===== src/rtl/or1200_priv_monitor_pkg.sv =====
// rtl/or1200_priv_monitor_pkg.sv - shared tag value and channel FSM encoding for the privilege monitor
package or1200_priv_monitor_pkg;

  localparam logic [3:0] OR1200_DTAG_PE = 4'hc;

  typedef enum logic [1:0] {
    MON_IDLE = 2'd0,
    MON_WAIT = 2'd1,
    MON_MISS = 2'd2
  } mon_state_e;

endpackage


===== src/rtl/or1200_priv_chan_mon.sv =====
// rtl/or1200_priv_chan_mon.sv - per-channel fault predicate, delivery window FSM and miss/spurious events
module or1200_priv_chan_mon
  import or1200_priv_monitor_pkg::*;
#(
  parameter int         MAX_LAT = 2,
  parameter logic [3:0] TAG_PE  = OR1200_DTAG_PE
) (
  input  logic       clk,
  input  logic       rst,
  input  logic       supv,
  input  logic       done,
  input  logic       we,
  input  logic       ure,
  input  logic       sre,
  input  logic       uwe,
  input  logic       swe,
  input  logic       err,
  input  logic [3:0] tag,
  input  logic       spur_en,
  output logic       miss_ev,
  output logic       spur_ev
);

  localparam int LW = (MAX_LAT < 2) ? 1 : $clog2(MAX_LAT + 1);

  mon_state_e    state_q, state_d;
  logic [LW-1:0] lat_q, lat_d;
  logic          fault;
  logic          deliv;

  assign fault = done & ((~we & ~supv & ~ure) | (~we & supv & ~sre) |
                         ( we & ~supv & ~uwe) | ( we & supv & ~swe));
  assign deliv = err & (tag == TAG_PE);

  always_comb begin
    state_d = state_q;
    lat_d   = lat_q;
    miss_ev = 1'b0;
    spur_ev = 1'b0;
    case (state_q)
      MON_IDLE: begin
        if (fault && !deliv) begin
          if (MAX_LAT == 0) begin
            state_d = MON_MISS;
          end else begin
            state_d = MON_WAIT;
            lat_d   = LW'(MAX_LAT);
          end
        end else if (!fault && deliv && spur_en) begin
          spur_ev = 1'b1;
        end
      end
      // further faults while waiting are absorbed into the open window
      MON_WAIT: begin
        if (deliv) begin
          state_d = MON_IDLE;
        end else if (lat_q == LW'(1)) begin
          state_d = MON_MISS;
        end else begin
          lat_d = lat_q - LW'(1);
        end
      end
      MON_MISS: begin
        miss_ev = 1'b1;
        state_d = MON_IDLE;
      end
      default: state_d = MON_IDLE;
    endcase
  end

  always_ff @(posedge clk or negedge rst) begin
    if (!rst) begin
      state_q <= MON_IDLE;
      lat_q   <= '0;
    end else begin
      state_q <= state_d;
      lat_q   <= lat_d;
    end
  end

endmodule


===== src/rtl/or1200_priv_monitor.sv =====
// rtl/or1200_priv_monitor.sv - privilege-escalation monitor: channel monitors, supervisor consistency, sticky alarms, violation count
module or1200_priv_monitor
  import or1200_priv_monitor_pkg::*;
#(
  parameter int         NCH      = 2,
  parameter int         SUPV_W   = 3,
  parameter int         MAX_LAT  = 2,
  parameter int         CONS_TOL = 1,
  parameter int         CNT_W    = 8,
  parameter logic [3:0] TAG_PE   = OR1200_DTAG_PE
) (
  input  logic              clk,
  input  logic              rst,
  input  logic [SUPV_W-1:0] secure_supv,
  input  logic [NCH-1:0]    ch_supv,
  input  logic [NCH-1:0]    ch_done,
  input  logic [NCH-1:0]    ch_we,
  input  logic [NCH-1:0]    ch_ure,
  input  logic [NCH-1:0]    ch_sre,
  input  logic [NCH-1:0]    ch_uwe,
  input  logic [NCH-1:0]    ch_swe,
  input  logic [NCH-1:0]    ch_err,
  input  logic [4*NCH-1:0]  ch_tag,
  input  logic              spur_en,
  input  logic              clr,
  output logic [NCH-1:0]    miss_vec,
  output logic [NCH-1:0]    spur_vec,
  output logic              cons_err,
  output logic              alarm,
  output logic [CNT_W-1:0]  viol_cnt
);

  localparam int EW = $clog2(2 * NCH + 2);
  localparam int SW = CNT_W + EW;
  localparam int DW = $clog2(CONS_TOL + 2);

  logic           supv;
  logic [NCH-1:0] miss_ev;
  logic [NCH-1:0] spur_ev;
  logic           mismatch;
  logic           cons_ev;
  logic [DW-1:0]  dis_q;
  logic [EW-1:0]  ev_cnt;
  logic [CNT_W-1:0] cnt_base;
  logic [SW-1:0]  cnt_sum;
  logic [CNT_W-1:0] cnt_next;

  assign supv = ^secure_supv;

  for (genvar g = 0; g < NCH; g++) begin : g_ch
    or1200_priv_chan_mon #(
      .MAX_LAT (MAX_LAT),
      .TAG_PE  (TAG_PE)
    ) u_mon (
      .clk     (clk),
      .rst     (rst),
      .supv    (supv),
      .done    (ch_done[g]),
      .we      (ch_we[g]),
      .ure     (ch_ure[g]),
      .sre     (ch_sre[g]),
      .uwe     (ch_uwe[g]),
      .swe     (ch_swe[g]),
      .err     (ch_err[g]),
      .tag     (ch_tag[4*g +: 4]),
      .spur_en (spur_en),
      .miss_ev (miss_ev[g]),
      .spur_ev (spur_ev[g])
    );
  end

  // the event fires on the cycle the run length crosses the tolerance; the counter then parks
  assign mismatch = |(ch_supv ^ {NCH{supv}});
  assign cons_ev  = mismatch && (dis_q == DW'(CONS_TOL));

  always_ff @(posedge clk or negedge rst) begin
    if (!rst) begin
      dis_q <= '0;
    end else if (!mismatch) begin
      dis_q <= '0;
    end else if (dis_q != DW'(CONS_TOL + 1)) begin
      dis_q <= dis_q + DW'(1);
    end
  end

  always_comb begin
    ev_cnt = EW'(cons_ev);
    for (int i = 0; i < NCH; i++) begin
      ev_cnt = ev_cnt + EW'(miss_ev[i]) + EW'(spur_ev[i]);
    end
  end

  // clear and same-cycle events combine: the cleared base plus this cycle's events
  assign cnt_base = clr ? '0 : viol_cnt;
  assign cnt_sum  = SW'(cnt_base) + SW'(ev_cnt);
  assign cnt_next = (cnt_sum > SW'({CNT_W{1'b1}})) ? {CNT_W{1'b1}} : cnt_sum[CNT_W-1:0];

  always_ff @(posedge clk or negedge rst) begin
    if (!rst) begin
      miss_vec <= '0;
      spur_vec <= '0;
      cons_err <= 1'b0;
      alarm    <= 1'b0;
      viol_cnt <= '0;
    end else begin
      miss_vec <= (clr ? '0 : miss_vec) | miss_ev;
      spur_vec <= (clr ? '0 : spur_vec) | spur_ev;
      cons_err <= (clr ? 1'b0 : cons_err) | cons_ev;
      alarm    <= (|miss_vec) | (|spur_vec) | cons_err;
      viol_cnt <= cnt_next;
    end
  end

endmodule


===== config.mk =====
export PLATFORM = sky130hd
export DESIGN_NAME = or1200_priv_monitor
export DESIGN_NICKNAME = d
export VERILOG_FILES = /design/src/rtl/or1200_priv_monitor_pkg.sv /design/src/rtl/or1200_priv_chan_mon.sv /design/src/rtl/or1200_priv_monitor.sv
export SDC_FILE = /design/constraint.sdc
export NUM_CORES = 1
export LEC_CHECK = 0
export CORE_ASPECT_RATIO = 1.2
export CORE_MARGIN = 5
export CORE_UTILIZATION = 48
export CTS_BUF_LIST = sky130_fd_sc_hd__clkbuf_4
export DETAILED_ROUTE_END_ITERATION = 7
export GPL_TIMING_DRIVEN = 1
export PLACE_DENSITY = 0.86
export SLEW_MARGIN = 20
export SYNTH_ARGS = -nofsm -noshare
export SYNTH_HDL_FRONTEND = slang
export SYNTH_HIERARCHICAL = 1
export SYNTH_SLANG_ARGS = --single-unit

===== constraint.sdc =====
create_clock -name clk -period 4.4 [get_ports clk]
set_clock_uncertainty 0.15 [all_clocks]
set_input_delay 0.88 -clock clk [delete_from_list [all_inputs] [get_ports clk]]
set_output_delay 0.88 -clock clk [all_outputs]
set_load 0.01 [all_outputs]

==> run_results.csv, run 1 <==
group,metric,value,unit
finish,layout_cells_excl_fill,218,
worst_hold_path,min_path_type,"reg2reg",
cts,clk_pin_slew,0.13,ns
placement,placement.cell_area,0.00191,mm^2
drt,routed-via-count,1217,
placement,weighted_congestion_reported_at_the_end_of_routability_driven_placement,0.852,
placement,portBuffers,44,
setup_path,cp.required,4.48,ns
drt,drt_drc_violations_left,0,
setup_path,crit_chain,"clkdlybuf4s50_1, xor3_2, mux2_2, a211oi_2, fa_1, inv_1, fa_1, inv_1, ha_1, fa_2, a21o_1, nor2_1, nand2_1, and3_1",
setup_path,slowest_delay,0.52,ns
grt,global_route_wire_length_before_repair,5610,um
timing,achievable-frequency,0.235,GHz
floorplan,ioPinCount,45,
synthesis,yosysSeqAreaShare,42.7,%
placement,hpwl,2600,um
cts,max-clock-path-buffers,2,
timing,final_min_period_over_clock_period,96.7,%
drt,detail_route.first_pass.iterations,4,
timing,number_of_setup_violations_in_the_final_report,0,
setup_path,cp_endpoint_kind,"register",
status,outcome,"complete, no violations",
grt,grt_max_degree,25,
placement,post-place-cells,214,
power_and_ir_drop,power_per_standard_cell_area,432,mW/mm^2
run,maxCapViolCount,0,
drt,finalWirelength,3300,um
cts,cts-htree-levels,1,
drt,drt-vias-per-instance,5.58,
grt,first_global_vias,1287,
timing,hold_viol_final,0,
finish,drive_above_1_share,12.0,%
grt,overflow,0,
setup_path,cp_top_family,"adder cells",
timing,final.min_clock_period,4.26,ns
timing,timing.max_slew.rel_slack,65.8,%
synthesis,syn_area,0.00141,mm^2
cts,insertion_delay,0.32,ns
floorplan,fp.dieArea,0.00412,mm^2
placement,place_ws,-0.272,ns
cts,clock_sink_count,24,
synthesis,synth_top_area_share,42.7,%
setup_path,setup.worst_path.start_class,"input pin",
timing,worst_slew_pin_slew,0.513,ns
floorplan,start_util,50.0,%
synthesis,synth_top_cells_by_area,"sky130_fd_sc_hd__dfrtp_1 43%, sky130_fd_sc_hd__ha_1 7.1%, sky130_fd_sc_hd__mux2i_1 5.0%",
cts,cts_setup_buffers,0,
synthesis,synth_cell_type_count,35,
floorplan,die_height,69.3,um
finish,layout-area-overhead-vs-synth,39.5,%
power_and_ir_drop,ir_drop,311,uV
grt,groute.usage.overall,17.2,%
setup_path,worstSetupPathType,"in2reg",
setup_path,cell_type_of_the_slowest_stage_on_the_worst_timing_path,"sky130_fd_sc_hd__fa_1",
synthesis,synth_top_cell_by_area,"sky130_fd_sc_hd__dfrtp_1",
power_and_ir_drop,power.leakage,0.962,nW
finish,num-nets-final,227,
setup_path,timing.critical_path.arrival,4.33,ns
synthesis,syn-instance-count,133,
synthesis,ys_warn_count,6,
grt,antenna_found_initial,0,
floorplan,coreArea,0.00281,mm^2
drt,postRouteAntennaNets,0,
synthesis,synth_fp_nets,175,
timing,maxSlewViolCount,0,
drt,drt_first_iter_violations,44,
cts,cts_inserted_buffers,3,
floorplan,die_width,59.4,um
finish,antennaDiodeCount,0,
cts,cts_tree,"done",
finish,fin_area,0.00196,mm^2
synthesis,synth_area_per_cell,10.6,um^2
cts,clock-root-buffer,"sky130_fd_sc_hd__clkbuf_4",
synthesis,postSynthRegisterBits,24,
setup_path,cp_max_fo,6,
timing,worst_slack,0.144,ns
timing,rsz0062_at_grt,"false",
setup_path,timing.critical_path.buf_inv,3,
floorplan,floorplan.rows,21,
drt,wirelength_per_cell,15.1,um
state kept, by name, summed over array words and instances, names as in the netlist:
signal / flops
miss_vec: 2
cons_err: 1
dis_q: 2
g_ch.u_mon/state_q: 4
alarm: 1
g_ch.u_mon/lat_q: 4
viol_cnt: 8
spur_vec: 2
cell usage after synthesis:
cell type                  instances
sky130_fd_sc_hd__a211oi_1          1
sky130_fd_sc_hd__a211oi_2          2
sky130_fd_sc_hd__a21boi_2          2
sky130_fd_sc_hd__a21o_1            5
sky130_fd_sc_hd__a21oi_1           7
sky130_fd_sc_hd__a311oi_1          1
sky130_fd_sc_hd__a31o_2            1
sky130_fd_sc_hd__a31oi_1           1
sky130_fd_sc_hd__a41o_1            1
sky130_fd_sc_hd__a41oi_1           2
sky130_fd_sc_hd__and3_1            4
sky130_fd_sc_hd__dfrtp_1          24
sky130_fd_sc_hd__fa_1              3
sky130_fd_sc_hd__ha_1              8
sky130_fd_sc_hd__inv_1            11
sky130_fd_sc_hd__mux2_2            2
sky130_fd_sc_hd__mux2i_1           7
sky130_fd_sc_hd__nand2_1          12
sky130_fd_sc_hd__nand2b_1          2
sky130_fd_sc_hd__nand3_1           2
sky130_fd_sc_hd__nand4_1           2
sky130_fd_sc_hd__nand4b_1          2
sky130_fd_sc_hd__nor2_1            9
sky130_fd_sc_hd__nor2b_1           8
sky130_fd_sc_hd__nor3_1            1
sky130_fd_sc_hd__nor3b_1           2
sky130_fd_sc_hd__nor4_1            1
sky130_fd_sc_hd__o21ai_0           1
sky130_fd_sc_hd__o21ai_2           1
sky130_fd_sc_hd__o22a_2            2
sky130_fd_sc_hd__or2_2             1
sky130_fd_sc_hd__or2_4             1
sky130_fd_sc_hd__xnor2_1           2
sky130_fd_sc_hd__xor2_1            1
sky130_fd_sc_hd__xor3_2            1
per-layer routing:
metal	GRT usage (%)	vias up	wire length, um
met5	0	-	0
met4	5.29	0	42
met3	5.21	5	298
met2	29.5	46	1640
met1	19.8	587	1320
li1	-	579	-
final timing paths:
| check | depth (start not counted) | from | slack, ns | endpoint |
|---|---|---|---|---|
| max in group asynchronous | 1 | rst | 3.40 | g_ch[1].u_mon/state_q[0] |
| worst min-delay path | 1 | g_ch[0].u_mon/lat_q[0] | 0.35 | g_ch[0].u_mon/lat_q[0] |
| min in group asynchronous | 1 | rst | 0.36 | viol_cnt[4] |
| worst max-delay path | 14 | secure_supv[1] | 0.14 | viol_cnt[7] |
| worst min register to register | 1 | g_ch[0].u_mon/lat_q[0] | 0.35 | g_ch[0].u_mon/lat_q[0] |
| worst max register to register | 13 | g_ch[1].u_mon/state_q[0] | 1.27 | viol_cnt[7] |
logic make-up (layout without fill, tap and decap cells):
family	Yosys count	in the layout	share of synthesized area (%)
adders and majority gates	11	11	11.4
muxes	9	9	6.58
buffers and inverters	11	62	2.94
AOI/OAI and AO/OA	27	27	15.1
and+or+nand+nor	47	47	17.6
DFF	24	24	42.7
xor gates and xnor gates	4	4	3.65
through the flow:
| step | setup TNS (ns) | hold slack [ns] | total power, mW | util (%) |
|---|---|---|---|---|
| floorplan | 0 | 0.307 | 0.551 | - |
| CTS | 0 | 0.354 | 0.858 | 69.9 |
| global route | 0 | 0.367 | 0.920 | 69.8 |
| finish | 0 | 0.349 | 0.847 | 69.8 |
| detailed placement | -1.36 | 0.336 | 0.696 | 68.0 |
| global placement | -0.808 | 0.316 | 0.668 | 68.0 |
repair_timing:
item / 4_1_cts / 5_1_grt
hold buffers: 0 / 0
endpoints found under the setup margin: 0 / 1
resized for setup: 0 / 1
layout by cell type (no fill, tap or decap), drive strengths merged, types with 2 or more instances in the layout:
| master | instances |
|---|---|
| ha | 8 |
| a21o | 5 |
| mux2 | 2 |
| or2 | 2 |
| xnor2 | 2 |
| nand2b | 2 |
| a41oi | 2 |
| and3 | 4 |
| dfrtp | 24 |
| nor2 | 9 |
| fa | 3 |
| nor3b | 2 |
| a21boi | 2 |
| clkdlybuf4s50 | 43 |
| nand4 | 2 |
| inv | 11 |
| a21oi | 7 |
| a211oi | 3 |
| buf | 4 |
| nand4b | 2 |
| nor2b | 8 |
| clkbuf | 3 |
| nand3 | 2 |
| nand2 | 12 |
| mux2i | 7 |
| o22a | 2 |
| o21ai | 2 |
power breakdown:
group	switching, mW	internal (mW)
registers	0.0483	0.286
logic	0.159	0.193
clock network	0.0681	0.0922
total	0.276	0.571
final cells by class:
class / instances / area [um^2]
Clock buffer: 3 / 22.5
Clock inverter: 1 / 30.0
Fill cell: 229 / 850
Inverter: 11 / 41.3
Multi-Input combinational cell: 98 / 767
Sequential cell: 24 / 601
Tap cell: 34 / 42.5
Timing Repair Buffer: 47 / 458
worst register-to-register path, stage by stage, from the launching register on:
cell and delay (ns):
sky130_fd_sc_hd__dfrtp_1 0.44, sky130_fd_sc_hd__nor2_1 0.07, sky130_fd_sc_hd__nand2_1 0.08, sky130_fd_sc_hd__a211oi_2 0.06, sky130_fd_sc_hd__fa_1 0.50, sky130_fd_sc_hd__inv_1 0.06, sky130_fd_sc_hd__fa_1 0.52, sky130_fd_sc_hd__inv_1 0.04
sky130_fd_sc_hd__ha_1 0.21, sky130_fd_sc_hd__fa_2 0.35, sky130_fd_sc_hd__a21o_1 0.22, sky130_fd_sc_hd__nor2_1 0.12, sky130_fd_sc_hd__nand2_1 0.05, sky130_fd_sc_hd__and3_1 0.18
(Power assumes the default switching activity.)
==> run 2: changes to the inputs <==
CAP_MARGIN = 20   (was unset)
==> results of run 2 <==
Same layout as run 1: the final DEF is identical, and so are final timing and power.
